==> src/rtl/mem_bus_arbiter.sv <==
// mem_bus_arbiter
// Two-master round-robin front-end for a single-port synchronous memory
// with a registered read port. A request is sampled in IDLE, the winning
// master's operation is latched, the memory is driven for exactly one ACCESS
// cycle, read data is captured one cycle later, and a one-cycle done pulse
// is returned to the owner.
//
// Ports:
//   clk, reset            rising-edge clock, synchronous active-high reset
//   req0/wr0/addr0/wdata0 master 0 request, op (1 = write), address, data
//   req1/wr1/addr1/wdata1 master 1 request, op, address, data
//   gnt0/gnt1             owner of the bus while a transaction is in flight
//   done0/done1           one-cycle completion pulse to the owner
//   rdata                 last read data, valid with the done of a read
//   busy                  transaction in progress
//   m_cen/m_wen/m_addr/m_din  memory port, driven only during ACCESS
//   m_dout                registered memory read data
module mem_bus_arbiter #(
  parameter int AW = 5,
  parameter int DW = 32
) (
  input  logic          clk,
  input  logic          reset,
  input  logic          req0,
  input  logic          wr0,
  input  logic [AW-1:0] addr0,
  input  logic [DW-1:0] wdata0,
  input  logic          req1,
  input  logic          wr1,
  input  logic [AW-1:0] addr1,
  input  logic [DW-1:0] wdata1,
  output logic          gnt0,
  output logic          gnt1,
  output logic          done0,
  output logic          done1,
  output logic [DW-1:0] rdata,
  output logic          busy,
  output logic          m_cen,
  output logic          m_wen,
  output logic [AW-1:0] m_addr,
  output logic [DW-1:0] m_din,
  input  logic [DW-1:0] m_dout
);

  localparam logic [1:0] IDLE      = 2'd0;
  localparam logic [1:0] ACCESS    = 2'd1;
  localparam logic [1:0] READ_WAIT = 2'd2;
  localparam logic [1:0] RESP      = 2'd3;

  logic [1:0]    state;
  logic          owner;
  logic          last_owner;
  logic          lat_wr;
  logic [AW-1:0] lat_addr;
  logic [DW-1:0] lat_wdata;
  logic          winner;

  // Round-robin pick: a lone requester always wins; on a tie the master
  // that did not win last time gets the bus.
  always_comb begin
    winner = req1;
    if (req0 && req1) begin
      winner = ~last_owner;
    end
  end

  // Transaction sequencer. The request is latched once in IDLE so later
  // input changes cannot disturb the transaction in flight. rdata only
  // moves at the end of READ_WAIT, when the memory's registered dout holds
  // the word addressed during ACCESS.
  always_ff @(posedge clk) begin
    if (reset) begin
      state      <= IDLE;
      owner      <= 1'b0;
      last_owner <= 1'b1;
      lat_wr     <= 1'b0;
      lat_addr   <= '0;
      lat_wdata  <= '0;
      rdata      <= '0;
    end else begin
      case (state)
        IDLE: begin
          if (req0 || req1) begin
            owner      <= winner;
            last_owner <= winner;
            lat_wr     <= winner ? wr1 : wr0;
            lat_addr   <= winner ? addr1 : addr0;
            lat_wdata  <= winner ? wdata1 : wdata0;
            state      <= ACCESS;
          end
        end
        ACCESS: begin
          state <= lat_wr ? RESP : READ_WAIT;
        end
        READ_WAIT: begin
          rdata <= m_dout;
          state <= RESP;
        end
        default: begin
          state <= IDLE;
        end
      endcase
    end
  end

  // All outputs decode from registered state and latched fields only, so
  // nothing on the request side reaches an output combinationally.
  assign busy   = (state != IDLE);
  assign gnt0   = busy && !owner;
  assign gnt1   = busy && owner;
  assign done0  = (state == RESP) && !owner;
  assign done1  = (state == RESP) && owner;
  assign m_cen  = (state == ACCESS);
  assign m_wen  = m_cen && lat_wr;
  assign m_addr = m_cen ? lat_addr : '0;
  assign m_din  = m_wen ? lat_wdata : '0;

endmodule

==> config.mk <==
export PLATFORM = sky130hd
export DESIGN_NAME = mem_bus_arbiter
export DESIGN_NICKNAME = d
export VERILOG_FILES = /design/src/rtl/mem_bus_arbiter.sv
export SDC_FILE = /design/constraint.sdc
export NUM_CORES = 1
export LEC_CHECK = 0
export CORE_MARGIN = 5
export CORE_UTILIZATION = 35
export DETAILED_ROUTE_END_ITERATION = 8
export GPL_TIMING_DRIVEN = 0
export PLACE_DENSITY = 0.76
export SETUP_SLACK_MARGIN = 0.02
export SYNTH_ARGS = -nofsm -noshare
export SYNTH_HDL_FRONTEND = slang
export SYNTH_SLANG_ARGS = --single-unit
==> constraint.sdc <==
create_clock -name clk -period 1.6 [get_ports clk]
set_input_delay 0.32 -clock clk [delete_from_list [all_inputs] [get_ports clk]]
set_output_delay 0.32 -clock clk [all_outputs]
set_load 0.03 [all_outputs]
-- Word level (Yosys, flattened, before mapping)
Cells that the tools add are included.
W data, S select, Z words.
- register bits after elaboration: 74
- output and inout bits: 76
- word-level logic and storage cells: 32
- equal/unequal tests: 4
- mux-type cells: 9
- bitwise gates (word level): 1
- reductions and logical operators: 11
- operators with widths (operator ; count):
    $mux W32 ; 2
    $mux W5 ; 2
    $logic_and A1 B1 Y1 ; 6
    $pmux W2 S3 ; 1
    $eq A2 B2 Y1 const B ; 2
    $mux W1 ; 3
    $eq A2 B1 Y1 const B ; 1
    $logic_not A2 Y1 ; 1
    $mux W2 ; 1
    $ne A2 B2 Y1 const B ; 1
    $reduce_and A2 Y1 ; 1
    $reduce_bool A2 Y1 ; 1
    $logic_not A1 Y1 ; 1
    $logic_or A1 B1 Y1 ; 1
    $not A1 Y1 ; 1

-- Logic depth before layout (Yosys ltp)
- word-level depth: 3
- gate-level depth with buffers: 8

-- Worst setup path before layout
OpenSTA, ideal clock, no wires.
- path kind: flip-flop to output port
- start: register state[1]
- end: output m_din[17]
- arrival time: 1.590 ns
- slack: -0.310 ns
- stages on the path, launching flop included: 6
- buffers on the path: 2
- cell sequence: dfxtp_1 inv_1 ha_1 clkbuf_1 clkbuf_1 and3_1
- word-level cells in the longest chain between the ends: 3
- RTL lines (what ; RTL line ; source):
    from (decl) ; 50 ; logic [1:0] state;
    from (signal assigned) ; 93 ; state <= lat_wr ? RESP : READ_WAIT;
    $eq A2 B1 Y1 ; 113 ; assign m_cen = (state == ACCESS);
    named net m_cen ; 38 ; output logic m_cen,
    $logic_and A1 B1 Y1 ; 114 ; assign m_wen = m_cen && lat_wr;
    $mux W32 ; 116 ; assign m_din = m_wen ? lat_wdata : '0;
    to (decl) ; 41 ; output logic [DW-1:0] m_din,
The timed path passes the listed nets, and every way through them passes these cells.

-- Worst setup path in the final report
- start: register state[1]
- end: output m_din[17]
- word-level cells in the longest chain between the ends: 3
- RTL lines (what ; RTL line):
    $eq A2 B1 Y1 ; 113
    $logic_and A1 B1 Y1 ; 114
    $mux W32 ; 116
Every way passes these cells.

==> metrics.txt <==
Tot Pwr=0.00884 W; Slew HR=0.543; global-route wire length before repair=18.3 mm; kind of critical path=register to primary output; CTS tree=yes; Avg WL per Cell=16.8 um; hold buffers post-CTS=0; hold crit path type=input port to register; Vias=3,657; Max IR drop VDD=845 uV; Max Cap Viol=0; Crit. End Element=primary output; DIE HEIGHT=108 um; Core ar.=0.00928 mm^2; drt total wl=12.4 mm; Gate power share=0.532; Total Routing Usage GR=0.199; vias in the first global route=3,691; TritonCTS Buffers=9; Internal=0.00538 W; Final Wtd Congestion=0.788; Netlist cell types=25; Residual DRC=0; Starting Density=0.360; sw frac=0.392; root buffer cell=clkbuf_8; Flop pwr share=0.300; status=finished with violations; Post-Syn Nets=509; Ports=188; clock share of power=0.168; width of the die=108 um; Clk Latency, worst-skew pair=340 ps; htree depth=3; Post-DRT Antenna Nets=0; Synth Cell Area=0.00334 mm^2; Final Max Tran Viols=0; Detailed Place HPWL=8.76 mm; failing checks=setup timing; final period demand of the worst path=1840 ps; Setup TNS=-6670 ps; nets=720; first-pass iteration count of the detailed router=4; Ys Warns=0; Lkg Pwr=2.67 nW; pin count of the biggest net entering global routing=14; clock slew at reported path FFs=80 ps; Yosys reg bits=74; final setup margin=-236 ps; synthesized instance count=392; initial drt markers=98; final setup skew=8.81 ps; sequential-to-total area share from yosys stat=0.443; share of cells above drive strength 1=0.314; RSZ-0062 raised after global routing=true; via-per-instance ratio=4.96; Area growth syn-to-layout=85.7%; P_sw=0.00347 W; WP data required=1280 ps; final hold vios=0; Final Setup Violations=41; Die ar.=0.0116 mm^2; I/O Buffers=186; FP Rows=35; global route overflow=0; Num Clock Sinks=74; WP data arrival=1520 ps; Max Buffers Root-to-Sink=2; initial antenna violation count=0; crit share post-route=1.15; CP Launch Type=register; fmax=545 MHz; Slew @ Worst Pin=685 ps; Crit Path Max Fanout=7; synthesized area per cell=8.52 um^2; Ant. Diodes=0; PD cells=1430 mW/mm^2
==> per-stage QoR <==
step | instance area [um^2] | util | hold WS, ps | setup slack (ps) | cells
after floorplan | 3440 | - | 461 | -15.6 | 392
after detailed placement | 5460 | 0.588 | 482 | -712 | 707
final | 6200 | 0.668 | 426 | -236 | 737
after CTS | 5940 | 0.640 | 369 | -256 | 734
after global routing | 6200 | 0.668 | 419 | -291 | 737
after global placement | 5460 | 0.588 | 473 | -679 | 707
==> state kept, by name, indices dropped and copies added, names as in the netlist <==
register	flops
rdata	32
lat_wdata	32
lat_wr	1
lat_addr	5
state	2
last_owner	1
owner	1
==> path summary, 6_finish.rpt <==
path	from	to	slack, ps	cells past startpoint
max	state[1]	m_din[17]	-240	6
min	reset	rdata[9]	430	2
max reg2reg	state[0]	state[0]	30	7
min reg2reg	rdata[31]	rdata[31]	490	2
==> cell usage in the layout (no fill, tap or decap), types with 2 or more instances in the layout <==
master / synthesis / routed
clkdlybuf4s50_1: 0 / 108
dfxtp_1: 74 / 71
nor2_1: 73 / 60
nand2_1: 39 / 39
buf_6: 0 / 38
mux2i_1: 33 / 33
dlygate4sd2_1: 0 / 33
buf_4: 6 / 26
a21oi_1: 40 / 26
a211oi_1: 30 / 21
and3_4: 0 / 19
a211oi_2: 9 / 18
and3_1: 32 / 13
a21oi_2: 0 / 13
clkbuf_8: 0 / 12
nor2_2: 0 / 11
and2_4: 0 / 7
clkbuf_1: 17 / 7
clkbuf_16: 0 / 5
clkbuf_4: 0 / 5
buf_8: 0 / 5
buf_2: 12 / 3
ha_4: 0 / 3
inv_2: 0 / 2
clkbuf_2: 0 / 2
nor2_4: 0 / 2
nor2b_4: 0 / 2
clkinv_2: 0 / 2
dfxtp_2: 0 / 2
==> cells by family (layout without fill, tap and decap cells) <==
logic type / after synthesis / after routing / synth area share
and+or+nand+nor: 156 / 156 / 0.209
AOI/OAI and AO/OA: 85 / 85 / 0.175
DFF: 74 / 74 / 0.443
buffers and inverters: 39 / 255 / 0.0551
muxes: 33 / 33 / 0.0989
adders and majority gates: 5 / 5 / 0.0187
==> layout make-up <==
class	count	area, um^2
flip-flops and latches	74	1490
clock buffers	10	138
fillers	794	3080
clock inverters	6	65.1
plain buffers	34	295
multi-input cells	279	2010
well taps	129	161
repair buffers	202	2030
inverters	3	13.8
==> cells in the mapped netlist (all sizes together) <==
cell    count  area share
a22oi       1      0.0022
a21oi      40       0.060
inv         3      0.0034
a21boi      1      0.0034
mux2i      33       0.099
nor2b       2      0.0037
clkbuf     17       0.019
or2         1      0.0019
nor2       73       0.082
a31oi       1      0.0019
or3         1      0.0019
o21a        1      0.0022
a211oi     39        0.10
ha          5       0.019
dfxtp      74        0.44
buf        19       0.033
nand2      39       0.044
o21ai       1      0.0015
a21bo       1      0.0030
and2        7       0.013
nor3b       1      0.0022
and3       32       0.060
==> worst max-delay path: stages, from the launching register on <==
cell and delay (ps):
dfxtp_2 340, inv_2 50, ha_4 170, clkbuf_16 170, clkbuf_16 150, and3_4 180
buf_6 130
==> routing by layer <==
| layer | global-route usage | wire, um | up-vias |
|---|---|---|---|
| li1 | - | - | 1767 |
| met1 | 0.218 | 4860 | 1724 |
| met2 | 0.350 | 6200 | 156 |
| met3 | 0.0876 | 1240 | 10 |
| met4 | 0.0532 | 124 | 0 |
| met5 | 0 | 0 | - |
==> power by group through the flow <==
| stage | Combinational [W] | Sequential (W) | Clock, W |
|---|---|---|---|
| final | 0.00470 | 0.00265 | 0.00149 |
| after global placement | 0.00354 | 0.00262 | 0 |
| after floorplan | 0.00208 | 0.00286 | 0 |
| after global routing | 0.00506 | 0.00271 | 0.00165 |
| after CTS | 0.00421 | 0.00262 | 0.00153 |
| after detailed placement | 0.00360 | 0.00266 | 0 |
==> timing repair <==
item / 4_1_cts / 5_1_grt
buffers inserted: 9 / 3
gates resized for setup: 390 / 56
endpoints found under the setup margin: 147 / 102
pin swaps: 17 / 18
gates cloned: 3 / 2
No activity file was read; power rests on OpenSTA's default activity.
